`src/rtl/sipo_pkg.sv`:
```
// ---------------------------------------------------------------------------
// sipo_pkg
// Definitions shared by the serial receiver (sipo_rx) and the MSB-first PISO
// transmitter: the two-state framing FSM encoding and the bit-counter width.
// No ports; import with "import sipo_pkg::*;".
// ---------------------------------------------------------------------------
package sipo_pkg;

    // The framing FSM is either waiting for a sync bit or assembling a word.
    typedef enum logic {
        IDLE  = 1'b0,
        SHIFT = 1'b1
    } state_e;

    // Bit-counter width for a word of 'width' bits. It never drops below one
    // bit, so the counter stays a real vector at the smallest legal width.
    function automatic int cnt_width(input int width);
        return (width <= 2) ? 1 : $clog2(width);
    endfunction

endpackage

```
`src/rtl/sipo_hold_reg.sv`:
```
// ---------------------------------------------------------------------------
// sipo_hold_reg
// Output holding register for sipo_rx. It holds a completed word behind a
// valid/ready handshake and flags words that arrive while it is still full.
//
// Ports
//   clk_i      clock, rising edge
//   rst_ni     asynchronous active-low reset
//   load_i     a completed word is offered this cycle
//   word_i     the completed word
//   ready_i    consumer accepts word_o while valid_o=1
//   clr_i      synchronous clear of overrun_o
//   word_o     held word, stable while valid_o=1
//   valid_o    held word is available
//   overrun_o  sticky: an offered word was dropped because the register was full
// ---------------------------------------------------------------------------
module sipo_hold_reg #(
    parameter int WIDTH = 8
) (
    input  logic             clk_i,
    input  logic             rst_ni,
    input  logic             load_i,
    input  logic [WIDTH-1:0] word_i,
    input  logic             ready_i,
    input  logic             clr_i,
    output logic [WIDTH-1:0] word_o,
    output logic             valid_o,
    output logic             overrun_o
);

    logic [WIDTH-1:0] word_q, word_d;
    logic             valid_q, valid_d;
    logic             overrun_q, overrun_d;

    // A word can be taken when the register is empty or is being emptied on
    // this same edge. Otherwise the new word is dropped and the old one kept.
    // The overrun set is applied after the clear so a coincident new overrun
    // wins over clr_i.
    always_comb begin
        word_d    = word_q;
        valid_d   = valid_q;
        overrun_d = overrun_q;

        if (valid_q && ready_i) begin
            valid_d = 1'b0;
        end
        if (clr_i) begin
            overrun_d = 1'b0;
        end
        if (load_i) begin
            if (!valid_q || ready_i) begin
                word_d  = word_i;
                valid_d = 1'b1;
            end else begin
                overrun_d = 1'b1;
            end
        end
    end

    // State register.
    always_ff @(posedge clk_i or negedge rst_ni) begin
        if (!rst_ni) begin
            word_q    <= '0;
            valid_q   <= 1'b0;
            overrun_q <= 1'b0;
        end else begin
            word_q    <= word_d;
            valid_q   <= valid_d;
            overrun_q <= overrun_d;
        end
    end

    assign word_o    = word_q;
    assign valid_o   = valid_q;
    assign overrun_o = overrun_q;

endmodule

```
`src/rtl/sipo_rx.sv`:
```
// ---------------------------------------------------------------------------
// sipo_rx
// Serial-in, parallel-out receiver. Serial bits qualified by ser_valid are
// assembled into WIDTH-bit words; sync marks bit 0 of a word. Completed words
// are handed to a holding register with a valid/ready handshake.
//
// Parameters
//   WIDTH       word length, 2..32
//   MSB_FIRST   1: first serial bit lands in dout[WIDTH-1]; 0: in dout[0]
//   CONTINUOUS  1: words follow back to back without a new sync
//
// Ports
//   clk         clock, rising edge
//   rst_n       asynchronous active-low reset
//   ser         serial data bit
//   ser_valid   qualifies ser this cycle
//   sync        ser is bit 0 of a new word (only with ser_valid=1)
//   dout        last completed word, stable while dout_valid=1
//   dout_valid  completed word available
//   dout_ready  consumer accepts dout
//   frame_err   one-cycle pulse: sync mid-word, partial word discarded
//   overrun     sticky: completed word dropped, holding register full
//   clr_err     synchronous clear of overrun
// ---------------------------------------------------------------------------
module sipo_rx
    import sipo_pkg::*;
#(
    parameter int WIDTH      = 8,
    parameter int MSB_FIRST  = 1,
    parameter int CONTINUOUS = 0
) (
    input  logic             clk,
    input  logic             rst_n,
    input  logic             ser,
    input  logic             ser_valid,
    input  logic             sync,
    output logic [WIDTH-1:0] dout,
    output logic             dout_valid,
    input  logic             dout_ready,
    output logic             frame_err,
    output logic             overrun,
    input  logic             clr_err
);

    localparam int            CW   = cnt_width(WIDTH);
    localparam logic [CW-1:0] LAST = CW'(WIDTH - 1);
    localparam logic [CW-1:0] ONE  = CW'(1);

    state_e           state_q, state_d;
    logic [CW-1:0]    count_q, count_d;
    logic [WIDTH-1:0] shift_q, shift_d;
    logic             frame_err_q, frame_err_d;
    logic [WIDTH-1:0] shifted;
    logic [WIDTH-1:0] first_word;
    logic             word_done;

    // MSB-first shifts left so the first bit ends up in the top position after
    // WIDTH shifts; LSB-first shifts right so it ends up in bit 0. A fresh word
    // starts from a cleared register holding only the sync bit.
    assign shifted    = (MSB_FIRST != 0) ? {shift_q[WIDTH-2:0], ser}
                                         : {ser, shift_q[WIDTH-1:1]};
    assign first_word = (MSB_FIRST != 0) ? {{(WIDTH-1){1'b0}}, ser}
                                         : {ser, {(WIDTH-1){1'b0}}};

    // Framing FSM. In SHIFT a count of zero only occurs in continuous mode
    // right after a completed word; the next valid bit is bit 0 there, and a
    // sync on it is a normal word start rather than a framing error.
    always_comb begin
        state_d     = state_q;
        count_d     = count_q;
        shift_d     = shift_q;
        frame_err_d = 1'b0;
        word_done   = 1'b0;

        case (state_q)
            IDLE: begin
                if (ser_valid && sync) begin
                    shift_d = first_word;
                    count_d = ONE;
                    state_d = SHIFT;
                end
            end
            SHIFT: begin
                if (ser_valid) begin
                    if (sync && (count_q != '0)) begin
                        frame_err_d = 1'b1;
                        shift_d     = first_word;
                        count_d     = ONE;
                    end else if (count_q == '0) begin
                        shift_d = first_word;
                        count_d = ONE;
                    end else if (count_q == LAST) begin
                        shift_d   = shifted;
                        count_d   = '0;
                        word_done = 1'b1;
                        state_d   = (CONTINUOUS != 0) ? SHIFT : IDLE;
                    end else begin
                        shift_d = shifted;
                        count_d = count_q + ONE;
                    end
                end
            end
            default: begin
                state_d = IDLE;
                count_d = '0;
            end
        endcase
    end

    // State register.
    always_ff @(posedge clk or negedge rst_n) begin
        if (!rst_n) begin
            state_q     <= IDLE;
            count_q     <= '0;
            shift_q     <= '0;
            frame_err_q <= 1'b0;
        end else begin
            state_q     <= state_d;
            count_q     <= count_d;
            shift_q     <= shift_d;
            frame_err_q <= frame_err_d;
        end
    end

    // The completed word is the shift register including the bit accepted this
    // cycle, so it is offered on the same edge that accepts the last bit.
    sipo_hold_reg #(
        .WIDTH (WIDTH)
    ) u_hold (
        .clk_i     (clk),
        .rst_ni    (rst_n),
        .load_i    (word_done),
        .word_i    (shifted),
        .ready_i   (dout_ready),
        .clr_i     (clr_err),
        .word_o    (dout),
        .valid_o   (dout_valid),
        .overrun_o (overrun)
    );

    assign frame_err = frame_err_q;

endmodule

```
`config.mk`:
```
export PLATFORM = sky130hd
export DESIGN_NAME = sipo_rx
export DESIGN_NICKNAME = d
export VERILOG_FILES = /design/src/rtl/sipo_pkg.sv /design/src/rtl/sipo_hold_reg.sv /design/src/rtl/sipo_rx.sv
export SDC_FILE = /design/constraint.sdc
export NUM_CORES = 1
export LEC_CHECK = 0
export CORE_AREA = 2 2 45 47
export DETAILED_ROUTE_END_ITERATION = 8
export DIE_AREA = 0 0 47 49
export PLACE_DENSITY_LB_ADDON = 0.25
export SLEW_MARGIN = 40
export SYNTH_ARGS = -nofsm -noshare
export SYNTH_HDL_FRONTEND = slang
export SYNTH_SLANG_ARGS = --single-unit
```
`constraint.sdc`:
```
create_clock -name clk -period 2.6 [get_ports clk]
set_clock_uncertainty 0.05 [all_clocks]
set_input_delay 0.52 -clock clk [delete_from_list [all_inputs] [get_ports clk]]
set_output_delay 0.52 -clock clk [all_outputs]
set_load 0.02 [all_outputs]
```
==> reports/qor.yml, run 1 <==
route:
  viasPerCell: 5.17
  drtPass1Iterations: 4
  detail_route.wl_per_cell_um: 13.7
  drt-initial-drc-count: 9
  postRouteAntennaNets: 0
  routed_wirelength_um: 1560
  route.vias.total: 589
  drc: 0
power:
  powerDensity_nw_per_um2: 762
  power_leakage_nw: 0.566
  ir_worst_vdd_mv: 0.452
  p_total_mw: 0.902
cts:
  cts_setup_buffers: 0
  insertion_delay_ps: 300
  cts_tree: "done"
  cts-root-buf: "clkbuf_4"
  path_clk_slew_ps: 120
  clock_sinks: 22
  cts_resized: 0
  htreeDepth: 1
  cts_buffer_depth: 2
  hold_buffers: 0
  numCtsBuffers: 3
worst_setup_path:
  criticalPathCategory: "in2reg"
  cp_max_fo: 8
  critPathRequiredTime_ps: 2750
  worstSetupEndpointType: "flip-flop"
  arrival_ps: 2050
  start_kind: "input pin"
  reg2reg_slack_ps: 760
timing:
  tightest_slew_ps: 502
  fin_crit_sh_pct: 73.4
  finalHoldViolCount: 0
  final.setup.tns_ps: 0
  slew_headroom_pct: 66.3
  setup_viol: 0
  finalCriticalPeriod_ps: 1910
  slew_violations: 0
  fmax_ghz: 0.524
  rsz0062_at_grt: "false"
  whs_ps: 453
synthesis:
  synth_cells: 62
  yosysWarnings: 0
  synth-seq-cells: 22
  dominantRegCellSynth: "dfrtp_1"
  synth_common_cells: "dfrtp_1, mux2_2, a22o_1"
  synthTopCellsByArea: "dfrtp_1, mux2_2, a22o_1, ha_1, nor4_4"
  syn_avg_cell_area_um2: 14.5
  synth-edff-count: 0
  synthDominantCellAreaShare_pct: 61.4
  yosysUniqueCellTypes: 18
  yosysMostFrequentCell: "dfrtp_1"
  synthArstFlopShare_pct: 100
  ys_seq_area_share_pct: 61.4
  syn_nets: 72
  yosysTopAreaCell: "dfrtp_1"
  syn_area_um2: 897
cells_and_area:
  nets: 98
  fin_util_pct: 64.3
  drive_gt1_share_pct: 23.0
  design_area_um2: 1180
  diodes: 0
  syn2layout_area_growth_pct: 31.9
  fillers: 157
placement:
  post-dp-hpwl_um: 1110
  port_buffers: 17
  globalplace.congestion: 0.708
  placed_area_um2: 1130
floorplanning:
  start_util_pct: 48.7
  die_h_um: 49
  num_rows: 16
  dieWidth_um: 47
  io_pins: 18
  core_area_um2: 1840
  die-area_um2: 2300
global_route:
  grt_pass1_wl_um: 2780
  antenna_found_initial: 0
  gr-total-overflow: 0
  grt_max_degree: 23
  grt_use_total_pct: 16.8
  grt_pass1_vias: 599
run_status:
  outcome: "finished, final reports clean"
min_path:
  hold_class: "reg2reg"
flow_run:
  maxCapViolCount: 0
-- where the power goes --
part | switching (mW) | total (mW) | leakage [nW] | internal (mW)
logic | 0.110 | 0.221 | 0.247 | 0.111
clock network | 0.0987 | 0.254 | 0.0279 | 0.156
registers | 0.0349 | 0.426 | 0.292 | 0.392
total | 0.243 | 0.902 | 0.566 | 0.659
-- layout by cell type, fill, tap and decap left out, drive strengths merged --
master          n
nor3            1
nand2b          2
nand2           1
dfrtp          22
clkdlybuf4s50  17
buf             4
mux2            9
or2             1
a32o            1
a21oi           1
a22oi           1
o21ai           1
nand3           2
bufinv          1
nor4            1
nor3b           1
ha              3
nor2b           2
a22o            8
inv             3
clkbuf          3
a21o            2
-- metal layers --
metal	vias up	global-route usage [%]	wire length, um
met2	14	24.7	789
met3	2	2.22	64
li1	280	-	-
met4	0	6.94	14
met5	-	0	0
met1	293	24.6	690
-- registers in the layout, indices dropped and copies added (netlist names) --
register	count
shift_q	7
u_hold.overrun_o	1
count_q	3
state_q	1
u_hold.valid_o	1
u_hold.word_o	8
frame_err	1
-- area by class of cell --
class | count | area (um^2) | share of cell area, %
clock buffer | 3 | 22.5 | 1.90
clock inverter | 1 | 30.0 | 2.54
multi-input combinational | 37 | 335 | 28.3
inverter | 3 | 11.3 | 0.951
tap | 27 | 33.8 | 2.85
sequential | 22 | 551 | 46.5
timing repair buffer | 21 | 200 | 16.9
-- through the flow --
| stage | instances | setup slack [ps] |
|---|---|---|
| 6_report | 114 | 692 |
| 5_1_grt | 114 | 623 |
| 4_1_cts | 114 | 698 |
| 3_5_place_dp | 110 | 381 |
| 3_3_place_gp | 110 | 431 |
| 2_1_floorplan | 62 | 821 |
-- path summary, 6_finish.rpt --
kind	from	to	depth (start not counted)
worst max-delay path	ser_valid	u_hold.word_o[1]	5
worst min-delay path	u_hold.overrun_o	u_hold.overrun_o	1
worst max register to register	count_q[0]	u_hold.word_o[1]	6
worst min register to register	u_hold.overrun_o	u_hold.overrun_o	1
max in group asynchronous	rst_n	shift_q[6]	2
min in group asynchronous	rst_n	count_q[1]	2
-- cell families after synthesis --
family                     after synthesis  share of synthesized area [%]
buffers and inverters                    3                           1.26
AOI/OAI and AO/OA                       14                           12.6
adders and majority gates                3                           4.18
muxes                                    9                           11.3
and+or+nand+nor                         11                           9.34
DFF                                     22                           61.4
-- critical path, stage by stage --
cell             delay [ps]
clkdlybuf4s50_1         550
nand2_1                 160
nor4_4                  270
buf_4                   210
mux2_2                  340
Power figures use the tool's default switching activity.
==> run 2: changes to the inputs <==
--- a/config.mk
+++ b/config.mk
@@ -5,9 +5,9 @@
 export SDC_FILE = /design/constraint.sdc
 export NUM_CORES = 1
 export LEC_CHECK = 0
-export CORE_AREA = 2 2 45 47
+export CORE_AREA = 2 2 49 51
 export DETAILED_ROUTE_END_ITERATION = 8
-export DIE_AREA = 0 0 47 49
+export DIE_AREA = 0 0 51 53
 export PLACE_DENSITY_LB_ADDON = 0.25
 export SLEW_MARGIN = 40
 export SYNTH_ARGS = -nofsm -noshare
==> constraint.sdc (replaced) <==
create_clock -name clk -period 1.55 [get_ports clk]
set_clock_uncertainty 0.05 [all_clocks]
set_input_delay 0.31 -clock clk [delete_from_list [all_inputs] [get_ports clk]]
set_output_delay 0.31 -clock clk [all_outputs]
set_load 0.02 [all_outputs]
==> reports/qor.yml, run 2 (same netlist as run 1, synthesis figures left out) <==
worst_setup_path:
  cp_max_fo: 8
  reg2reg_slack_ps: -160
  critPathRequiredTime_ps: 1700
  start_kind: "flip-flop"
  r2r-end: "u_hold.word_o[0]"
  r2r-start: "count_q[1]"
  criticalPathCategory: "reg2reg"
  arrival_ps: 1860
  worstSetupEndpointType: "flip-flop"
  r2r_cells: 6
timing:
  slew_violations: 0
  setup_viol: 16
  tightest_slew_ps: 280
  fin_crit_sh_pct: 110
  fmax_ghz: 0.585
  whs_ps: 284
  setup_slack_ps: -158
  slew_headroom_pct: 81.3
  finalHoldViolCount: 0
  rsz0062_at_grt: "true"
  finalCriticalPeriod_ps: 1710
cells_and_area:
  design_area_um2: 1350
  fillers: 174
  nets: 108
  layout_commonest_cell: "dfrtp_1"
  syn2layout_area_growth_pct: 50.8
  diodes: 0
  drive_gt1_share_pct: 39.2
  largest_reg_flops: 8
  final_cell_mix: "dfrtp_1, dlygate4sd2_1, buf_4, a22o_1, mux2_4"
route:
  viasPerCell: 4.98
  detail_route.wl_per_cell_um: 13.8
  drt-initial-drc-count: 5
  drtPass1Iterations: 4
  drc: 0
  route.vias.total: 622
  postRouteAntennaNets: 0
  routed_wirelength_um: 1720
placement:
  port_buffers: 17
  post-dp-hpwl_um: 1120
  globalplace.congestion: 0.721
  placed_area_um2: 1200
cts:
  hold_buffers: 0
  path_clk_slew_ps: 130
  cts-root-buf: "clkbuf_4"
  cts_buffer_depth: 2
  clock_sinks: 22
  cts_tree: "done"
  numCtsBuffers: 3
  insertion_delay_ps: 300
  htreeDepth: 1
flow_run:
  maxCapViolCount: 0
global_route:
  grt_pass1_vias: 673
  gr-total-overflow: 0
  grt_use_total_pct: 15.2
  grt_max_degree: 23
  antenna_found_initial: 0
  grt_pass1_wl_um: 3020
power:
  p_comb_share_pct: 33.1
  power.switching_mw: 0.493
  power_leakage_nw: 0.684
  switching_share_pct: 28.5
  clockPowerShare_pct: 25.2
  p_seq_share_pct: 41.7
  powerDensity_nw_per_um2: 1280
  p_int_mw: 1.24
  ir_worst_vdd_mv: 0.822
run_status:
  outcome: "complete, but fails checks"
  violations: "setup timing"
floorplanning:
  dieWidth_um: 51
  die-area_um2: 2700
  num_rows: 17
  io_pins: 18
  die_h_um: 53
  start_util_pct: 41.8
  core_area_um2: 2150
min_path:
  hold_class: "in2async"
run 2: cell count changes in the layout (fill, tap and decap cells not counted), sizes merged:
cell and delta:
clkdlybuf4s50 -11, dlygate4sd2 +11, buf +10
run 2: final cells by class:
type	count	area, um^2	share of cell area, %
clock buffer	3	22.5	1.67
sequential	22	551	40.7
inverter	3	13.8	1.02
tap	28	35.0	2.59
multi-input combinational	37	419	31.0
timing repair buffer	31	282	20.8
clock inverter	1	30.0	2.22
run 2: how the worst max path moves through the flow:
stage                from               end  slack, ps
2_1_floorplan  count_q[1]  u_hold.word_o[0]       -180
3_3_place_gp    ser_valid  u_hold.word_o[2]       -320
3_5_place_dp    ser_valid  u_hold.word_o[2]       -340
4_1_cts        count_q[1]  u_hold.word_o[2]       -150
5_1_grt        count_q[1]  u_hold.word_o[1]       -220
6_report       count_q[1]  u_hold.word_o[0]       -160
run 2: critical path, stage by stage, from the launching register on:
cell and delay, ps:
dfrtp_1 370, ha_2 200, ha_4 150, nand2b_4 60
nor4_4 270, buf_6 200, mux2_4 310
run 2: power by group through the flow:
stage / logic [mW] / registers, mW / clock network, mW
floorplan: 0.212 / 0.757 / 0
global placement: 0.425 / 0.730 / 0
detailed placement: 0.433 / 0.731 / 0
CTS: 0.561 / 0.723 / 0.449
global route: 0.627 / 0.736 / 0.475
finish: 0.574 / 0.723 / 0.436
run 2: routing by layer:
layer	GRT usage, %	part of all wire (%)
met5	0	0
met4	5.41	0.70
met3	3.39	4.5
met2	26.0	48
met1	19.0	47
run 2: timing repair:
action | CTS | global route
resized for setup | 29 | 1
gates cloned | 0 | 0
endpoints found under the setup margin | 27 | 18
setup buffers | 3 | 1
pin swaps | 3 | 1
run 2: stage by stage:
stage          cells  utilization [%]  setup TNS, ps  worst slack, ps  power [mW]
6_report         125             63.0          -1390             -158        1.73
5_1_grt          125             63.0          -2570             -220        1.84
4_1_cts          124             62.4          -1420             -153        1.73
3_5_place_dp     118             55.8          -3230             -338        1.16
3_3_place_gp     118             55.8          -2960             -324        1.16
2_1_floorplan     62                -          -1370             -177       0.969
